File: src/rtl/regfile_dump_unit_if.sv
// Dump-unit bus: RegisterFile read port plus the valid/ready dump stream.
// The master side is the dump unit; the slave side is the register file and the consumer.
interface regfile_dump_unit_if #(
   parameter int unsigned DATA_WIDTH = 32,
   parameter int unsigned ADDR_WIDTH = 5
);
   logic [ADDR_WIDTH-1:0] rfReadAddr;
   logic [DATA_WIDTH-1:0] rfReadData;
   logic                  dumpValid;
   logic                  dumpReady;
   logic [DATA_WIDTH-1:0] dumpData;
   logic [ADDR_WIDTH:0]   dumpIndex;

   modport master (
      output rfReadAddr,
      input  rfReadData,
      output dumpValid,
      input  dumpReady,
      output dumpData,
      output dumpIndex
   );

   modport slave (
      input  rfReadAddr,
      output rfReadData,
      input  dumpValid,
      output dumpReady,
      input  dumpData,
      input  dumpIndex
   );
endinterface

File: src/rtl/regfile_dump_unit.sv
// Walks x0..x(REG_NUM-1) through one RegisterFile read port and streams each value out.
// Define REGFILE_DUMP_CHECKSUM_EN to append an XOR checksum word (dumpIndex == REG_NUM).
module regfile_dump_unit #(
   parameter int unsigned DATA_WIDTH = 32,
   parameter int unsigned REG_NUM    = 32,
   parameter int unsigned ADDR_WIDTH = 5
) (
   input  logic                clk,
   input  logic                reset,
   input  logic                start,
   regfile_dump_unit_if.master bus,
   output logic                busy,
   output logic                done
);

`ifdef REGFILE_DUMP_CHECKSUM_EN
   typedef enum logic [2:0] {StIdle, StRead, StSend, StCsum, StDone} state_e;
`else
   typedef enum logic [2:0] {StIdle, StRead, StSend, StDone} state_e;
`endif

   localparam logic [ADDR_WIDTH-1:0] LastIdx = ADDR_WIDTH'(REG_NUM - 1);
   localparam logic [ADDR_WIDTH-1:0] IdxOne  = ADDR_WIDTH'(1);

   state_e                stateQ, stateD;
   logic [ADDR_WIDTH-1:0] idxQ, idxD;
   logic [DATA_WIDTH-1:0] dataQ, dataD;
   logic [ADDR_WIDTH:0]   indexQ, indexD;
`ifdef REGFILE_DUMP_CHECKSUM_EN
   localparam logic [ADDR_WIDTH:0] CsumIdx = (ADDR_WIDTH + 1)'(REG_NUM);
   logic [DATA_WIDTH-1:0] checksumQ, checksumD;
`endif

   always_comb begin
      stateD = stateQ;
      idxD   = idxQ;
      dataD  = dataQ;
      indexD = indexQ;
`ifdef REGFILE_DUMP_CHECKSUM_EN
      checksumD = checksumQ;
`endif
      unique case (stateQ)
         StIdle: begin
            if (start) begin
               stateD = StRead;
               idxD   = '0;
`ifdef REGFILE_DUMP_CHECKSUM_EN
               checksumD = '0;
`endif
            end
         end
         StRead: begin
            dataD  = bus.rfReadData;
            indexD = {1'b0, idxQ};
            stateD = StSend;
         end
         StSend: begin
            if (bus.dumpReady) begin
`ifdef REGFILE_DUMP_CHECKSUM_EN
               checksumD = checksumQ ^ dataQ;
`endif
               if (idxQ == LastIdx) begin
`ifdef REGFILE_DUMP_CHECKSUM_EN
                  // Checksum word reuses the output register so dumpData stays registered.
                  stateD = StCsum;
                  dataD  = checksumQ ^ dataQ;
                  indexD = CsumIdx;
`else
                  stateD = StDone;
`endif
               end else begin
                  idxD   = idxQ + IdxOne;
                  stateD = StRead;
               end
            end
         end
`ifdef REGFILE_DUMP_CHECKSUM_EN
         StCsum: begin
            if (bus.dumpReady) stateD = StDone;
         end
`endif
         StDone:  stateD = StIdle;
         default: stateD = StIdle;
      endcase
   end

   always_ff @(posedge clk) begin
      if (reset) begin
         stateQ <= StIdle;
         idxQ   <= '0;
         dataQ  <= '0;
         indexQ <= '0;
`ifdef REGFILE_DUMP_CHECKSUM_EN
         checksumQ <= '0;
`endif
      end else begin
         stateQ <= stateD;
         idxQ   <= idxD;
         dataQ  <= dataD;
         indexQ <= indexD;
`ifdef REGFILE_DUMP_CHECKSUM_EN
         checksumQ <= checksumD;
`endif
      end
   end

   // Read address follows idx directly, so it holds the last index outside READ.
   assign bus.rfReadAddr = idxQ;
   assign bus.dumpData   = dataQ;
   assign bus.dumpIndex  = indexQ;
`ifdef REGFILE_DUMP_CHECKSUM_EN
   assign bus.dumpValid  = (stateQ == StSend) || (stateQ == StCsum);
`else
   assign bus.dumpValid  = (stateQ == StSend);
`endif
   assign busy = (stateQ != StIdle);
   assign done = (stateQ == StDone);

endmodule
File: src/flat_wrapper.sv
// flat-port wrapper written by rule: the top's interface ports become plain ports
module regfile_dump_unit_flat 
#(
   parameter int unsigned DATA_WIDTH = 32,
   parameter int unsigned REG_NUM    = 32,
   parameter int unsigned ADDR_WIDTH = 5
)
  (clk, reset, start, busy, done, bus_rfReadAddr, bus_rfReadData, bus_dumpValid, bus_dumpReady, bus_dumpData, bus_dumpIndex);
  regfile_dump_unit_if #(.DATA_WIDTH(DATA_WIDTH), .ADDR_WIDTH(ADDR_WIDTH)) bus_i ();
  input  logic clk;
  input  logic reset;
  input  logic start;
  output logic busy;
  output logic done;
  output wire logic [$bits(bus_i.rfReadAddr)-1:0] bus_rfReadAddr;
  input wire logic [$bits(bus_i.rfReadData)-1:0] bus_rfReadData;
  output wire logic [$bits(bus_i.dumpValid)-1:0] bus_dumpValid;
  input wire logic [$bits(bus_i.dumpReady)-1:0] bus_dumpReady;
  output wire logic [$bits(bus_i.dumpData)-1:0] bus_dumpData;
  output wire logic [$bits(bus_i.dumpIndex)-1:0] bus_dumpIndex;
  assign bus_rfReadAddr = bus_i.rfReadAddr;
  assign bus_i.rfReadData = bus_rfReadData;
  assign bus_dumpValid = bus_i.dumpValid;
  assign bus_i.dumpReady = bus_dumpReady;
  assign bus_dumpData = bus_i.dumpData;
  assign bus_dumpIndex = bus_i.dumpIndex;
  regfile_dump_unit #(.DATA_WIDTH(DATA_WIDTH), .REG_NUM(REG_NUM), .ADDR_WIDTH(ADDR_WIDTH)) u_core (.clk(clk), .reset(reset), .start(start), .bus(bus_i), .busy(busy), .done(done));
endmodule
File: config.mk
export PLATFORM = sky130hd
export DESIGN_NAME = regfile_dump_unit_flat
export DESIGN_NICKNAME = d
export VERILOG_FILES = /design/src/rtl/regfile_dump_unit_if.sv /design/src/rtl/regfile_dump_unit.sv /design/src/flat_wrapper.sv
export SDC_FILE = /design/constraint.sdc
export NUM_CORES = 1
export LEC_CHECK = 0
export ABC_AREA = 0
export CAP_MARGIN = 30
export CORE_MARGIN = 2
export CORE_UTILIZATION = 45
export CTS_BUF_LIST = sky130_fd_sc_hd__clkbuf_8
export CTS_CLUSTER_DIAMETER = 120
export DETAILED_ROUTE_END_ITERATION = 8
export GPL_ROUTABILITY_DRIVEN = 0
export PLACE_DENSITY_LB_ADDON = 0.12
export SYNTH_ARGS = -nofsm -noshare
export SYNTH_HDL_FRONTEND = slang
export SYNTH_SLANG_ARGS = --single-unit
export TNS_END_PERCENT = 20
File: constraint.sdc
create_clock -name clk -period 3.8 [get_ports clk]
set_input_delay 0.57 -clock clk [delete_from_list [all_inputs] [get_ports clk]]
set_output_delay 0.57 -clock clk [all_outputs]
set_load 0.02 [all_outputs]
==> After elaboration in Yosys (flattened, before gate mapping) <==
Index checks and enable logic that the tools add are counted.
{ "op_classes": {"muxes": 8, "n_reduce_logical": 5, "eq_ne": 7, "addsub": 1} }
{ "op_table": {"columns": ["operator", "n"], "rows": [
  ["$mux W5", 3],
  ["$pmux W5 S2", 1],
  ["$pmux W3 S3", 1],
  ["$eq A3 B2 Y1 const B", 2],
  ["$mux W3", 2],
  ["$add A5 B1 Y5 const B", 1],
  ["$eq A5 B5 Y1 const B", 1],
  ["$ne A2 B2 Y1 const B", 2],
  ["$reduce_and A4 Y1", 1],
  ["$eq A3 B1 Y1 const B", 1],
  ["$logic_not A3 Y1", 1],
  ["$reduce_bool A3 Y1", 1],
  ["$mux W2", 1],
  ["$ne A2 B1 Y1 const B", 1],
  ["$reduce_and A2 Y1", 1],
  ["$reduce_bool A2 Y1", 1]
]} }
{ "word_totals": {"wordCells": 25, "out_inout_bits": 46, "regBits": 45, "input_bits": 36} }

==> Logic depth before layout (Yosys ltp) <==
{ "logic_depth": {"word_depth": 4, "depth_mapped": 6, "depth_no_buf": 6} }

==> Least setup slack after synthesis <==
No wires, ideal clock.
{ "synth_path": {"path_type": "flip-flop to flip-flop", "startpoint": "register u_core.idxQ[0] (netlist: u_core.bus.rfReadAddr[0])", "endpoint": "register u_core.idxQ[3] (netlist: u_core.bus.rfReadAddr[3])", "stages_incl_launch_ff": 7, "path_slack_ns": 1.994, "path_buffers": 0, "arrival_ns": 1.718, "setup_time_ns": 0.088, "cell_sequence": "dfxtp_1 ha_1 and3_1 ha_1 and4bb_4 a41oi_2 a311oi_2"} }
{ "synth_via": {"elab_chain_len": 4} }
{ "synth_rtl": {"columns": ["item", "line", "rtl"], "rows": [
  ["start: declaration", "regfile_dump_unit.sv:26", "logic [ADDR_WIDTH-1:0] idxQ, idxD;"],
  ["start signal: assignment", "regfile_dump_unit.sv:98", "idxQ <= idxD;"],
  ["$add A5 B1 Y5", "regfile_dump_unit.sv:72", "idxD = idxQ + IdxOne;"],
  ["$mux W5", "regfile_dump_unit.sv:62", "if (idxQ == LastIdx) begin"],
  ["$mux W5", "regfile_dump_unit.sv:58", "if (bus.dumpReady) begin"],
  ["$pmux W5 S2", "regfile_dump_unit.sv:42", "unique case (stateQ)"]
]} }
Parallel ways exist; a longest one is shown, timed or not. The select of a mux whose other input is x is not followed.
A chain may end at the register's enable or synchronous reset.

==> Worst setup path in the final report <==
{ "layout_path": {"startpoint": "register u_core.stateQ[1]", "endpoint": "output bus_dumpValid"} }
{ "layout_via": {"elab_chain_len": 1} }
{ "layout_rtl": {"columns": ["item", "line", "rtl"], "rows": [
  ["start: declaration", "regfile_dump_unit.sv:25", "state_e stateQ, stateD;"],
  ["start signal: assignment", "regfile_dump_unit.sv:89", "stateQ <= StIdle;"],
  ["start signal: assignment", "regfile_dump_unit.sv:97", "stateQ <= stateD;"],
  ["$eq A3 B2 Y1", "regfile_dump_unit.sv:114", "assign bus.dumpValid = (stateQ == StSend);"],
  ["end: declaration", "flat_wrapper.sv:17", "output wire logic [$bits(bus_i.dumpValid)-1:0] bus_dumpValid;"]
]} }
No other way between the ends.

==> reports/results.txt <==
The number of nets in the synthesized netlist is 243. For the number of hold-slack violations in the final timing report, the log shows 0. Setup repair after global routing left no endpoint under its margin. The via count of the first global-routing pass came out at 1424. For the worst setup path, the data required time is 3230 ps. The core area is 3633 um^2, and the final-report max-slew violation count is 0. Dividing the detail-routed via count by the number of cells gives 4.859. The count of nets left with antenna violations once routing finished came out at 0.

The worst IR drop on VDD came out at 265.8 uV. The count of buffers inserted at the top-level ports came out at 80. The number of hold buffers added after CTS was 0.

For the pin with the worst max-slew slack, the measured transition is 749.7 ps. The total grt overflow was 0. The clock period minus worst slack was 2378 ps. By startpoint and endpoint, the worst setup path is classified as reg -> out.

The number of antenna violations at the first check in global routing is 0, and the leakage dissipation is 0.9160 nW. Total negative slack: 0 ps. The number of cells on the worst reg-to-reg path is 6. Once the floorplan was initialized, standard cells occupied 46.45% of the core. The run finished with clean final reports. 82 I/O pins were placed. The total via count in the routed design came out at 1589. The die covers 4257 um^2.

The number of maximum-capacitance violations was 0; the pin count of the biggest net entering global routing was 39. The vertical die dimension works out to 65.25 um. Clock latency on the worst-skew pair, taken at its later pin, is 290 ps. The share of layout cells above drive strength 1 is 5.376%, and the number of filler cells placed in the layout is 303. The final standard cell utilization of the core was 71.38%.

In this run the power density over the cells is 381.2 nW/um^2. The number of gates resized after CTS was 0. The startpoint identified for the worst hold timing path is u_core.bus.dumpData[20]$_SDFFE_PP0N_. The worst setup path is captured at an output pin.

Counting flops and latches in the post-synthesis netlist gives 44. In the layout the commonest cells are clkdlybuf4s50_1 (80), nand2_1 (76), dfxtp_1 (44), a21oi_1 (42), clkbuf_8 (5). Once detailed placement completed, the half-perimeter wirelength came to 2708 um. The first routing iteration left 90 violations.

The tree built by TritonCTS fans out to 44 sinks. The normalized max-slew margin was 49.80%; the clock-pin slew on the worst setup and hold paths was 70 ps. The biggest area consumer among synthesized cells is dfxtp_1. The share of synthesized area in the top cell type comes to 52.19%.

Sequential elements use 52.19% of the synthesized area. The tools report the total number of placement rows as 22. The logs give 0 for the yosys synthesis warning count and 1920 ps for the setup slack of the worst register-to-register path. The worst hold path terminates at u_core.bus.dumpData[20]$_SDFFE_PP0N_. The hold path depth is 2.

The routed length per instance came out at 11.91 um. For the post-CTS setup buffer count, the log shows 0. Leading cell type in the layout, fill and taps excluded: clkdlybuf4s50_1.

Total CTS buffers: 5. The tools report the number of remaining DRC errors as 0. The ratio of final minimum period to clock period is 62.57%. The reg-to-reg startpoint was u_core.bus.rfReadAddr[0]$_SDFFE_PP0P_.

Sorting the synthesized cells by area gives the leading types as dfxtp_1 (52%), nand2_1 (17%), a21oi_1 (12%), buf_4 (2.7%), ha_1 (1.5%). The critical path arrival was 1810 ps; the worst setup skew after layout was 5.887 ps. Measured along the x axis, the die boundary spans 65.25 um. For this block, the routed nets add up to 3895 um of wire. Final total power: 0.9886 mW. Antenna diode count: 0. Global routing used 19.64% of the available tracks across all layers.

Maximum achievable frequency: 420.6 MHz. Synthesis handed over a netlist of 205 instances. In this run the worst path has a maximum fanout of 11. Average cell area after synthesis: 8.234 um^2. For the number of iterations in the first detailed-routing pass, the log shows 4. After synthesis, the netlist uses 27 different library cells. The first global-routing pass estimated 6389 um of wire. From synthesis to final layout, the design area changed by 53.67%. Buffer depth of the longest clock path: 2. The cell area that synthesis handed to floorplanning was 1688 um^2.

Setup violations remaining at the end of the flow were counted as 0. The maximum level of the CTS H-tree came out at 2. The type of the most critical hold path is reg -> reg.

The tools report the root cell of the clock tree as clkbuf_8. The type of element launching the critical path was a flip-flop. TritonCTS built the clock tree. The final-stage net count is 318.

The endpoint of the most critical register-to-register path is u_core.bus.rfReadAddr[3]$_SDFFE_PP0P_.
==> registers in the layout (all words and copies together) (netlist names) <==
name and count:
u_core.bus.dumpData 32, u_core.bus.dumpIndex 5, u_core.bus.rfReadAddr 5, u_core.stateQ 2
==> stage by stage <==
step | instance area [um^2] | setup WS, ps | hold slack, ps | cells
final | 2594 | 1422 | 454.4 | 327
after global routing | 2594 | 1286 | 471.9 | 327
after CTS | 2594 | 1442 | 455.4 | 327
after global placement | 2480 | 1461 | 441.1 | 320
after detailed placement | 2495 | 1765 | 445.6 | 321
after floorplan | 1688 | 1994 | 516.7 | 205
==> where the power goes <==
part	internal (mW)	total [mW]	switching, mW
combinational	0.0854	0.165	0.0791
clock	0.189	0.331	0.143
sequential	0.481	0.493	0.0122
==> logic make-up (layout without fill, tap and decap cells) <==
logic type,after synthesis,in the layout,synth area share (%)
AO/OA/AOI/OAI,46,46,15.12
adder cells (fa/ha/maj),2,2,1.482
other,1,1,0.2222
AND/OR/NAND/NOR,94,94,24.61
multiplexers,1,1,0.5931
flip-flops,44,44,52.19
buffers and inverters,17,91,5.781
==> final cells by class <==
class	count	area [um^2]	area share, %
flip-flops and latches	44	880.8	33.96
repair buffers	84	838.3	32.32
multi-input cells	144	711.9	27.45
clock buffers	5	68.82	2.653
well taps	48	60.06	2.315
clock inverters	1	30.03	1.158
inverters	1	3.754	0.1447
==> cells in the mapped netlist <==
library cell  instances
nand3_1               4
a311oi_2              1
and3_1                1
inv_1                 1
buf_6                 1
a311oi_1              1
buf_4                 6
or2b_1                1
and4bb_4              1
nand2_1              76
nand2b_1              2
clkbuf_1              6
a21oi_1              42
buf_2                 3
nor2b_1               2
o21ai_0               1
nor3_1                1
dfxtp_1              44
nand4b_1              2
or2_2                 1
a41oi_2               1
conb_1                1
or3b_1                1
and2_1                1
nand4bb_1             1
mux2i_1               1
ha_1                  2
==> critical path: stages, from the launching register on <==
cell and delay (ps):
dfxtp_1 520, nor2b_1 330, clkdlybuf4s50_1 670
==> how the worst max path moves through the flow <==
| stage | from | to | slack [ps] | depth (start not counted) |
|---|---|---|---|---|
| 3_3_place_gp | reset | u_core.bus.dumpData[22]$_SDFFE_PP0N_ | 1460 | 3 |
| 3_5_place_dp | u_core.stateQ[1]$_SDFFE_PP0P_ | bus_dumpValid | 1770 | 2 |
| 4_1_cts | u_core.stateQ[1]$_SDFFE_PP0P_ | bus_dumpValid | 1440 | 2 |
| 2_1_floorplan | u_core.bus.rfReadAddr[0]$_SDFFE_PP0P_ | u_core.bus.rfReadAddr[3]$_SDFFE_PP0P_ | 1990 | 6 |
| 6_report | u_core.stateQ[1]$_SDFFE_PP0P_ | bus_dumpValid | 1420 | 2 |
| 5_1_grt | u_core.stateQ[1]$_SDFFE_PP0P_ | bus_dumpValid | 1290 | 2 |
==> routing by layer <==
layer | GRT usage, % | routed length [um] | share of wire, % | vias up
met5 | 0 | 0 | 0 | -
met4 | 6.250 | 29 | 0.74 | 0
met3 | 8.048 | 329 | 8.4 | 2
met2 | 32.91 | 1830 | 47 | 55
met1 | 22.79 | 1706 | 44 | 715
li1 | - | - | - | 817
(Power assumes the default switching activity.)
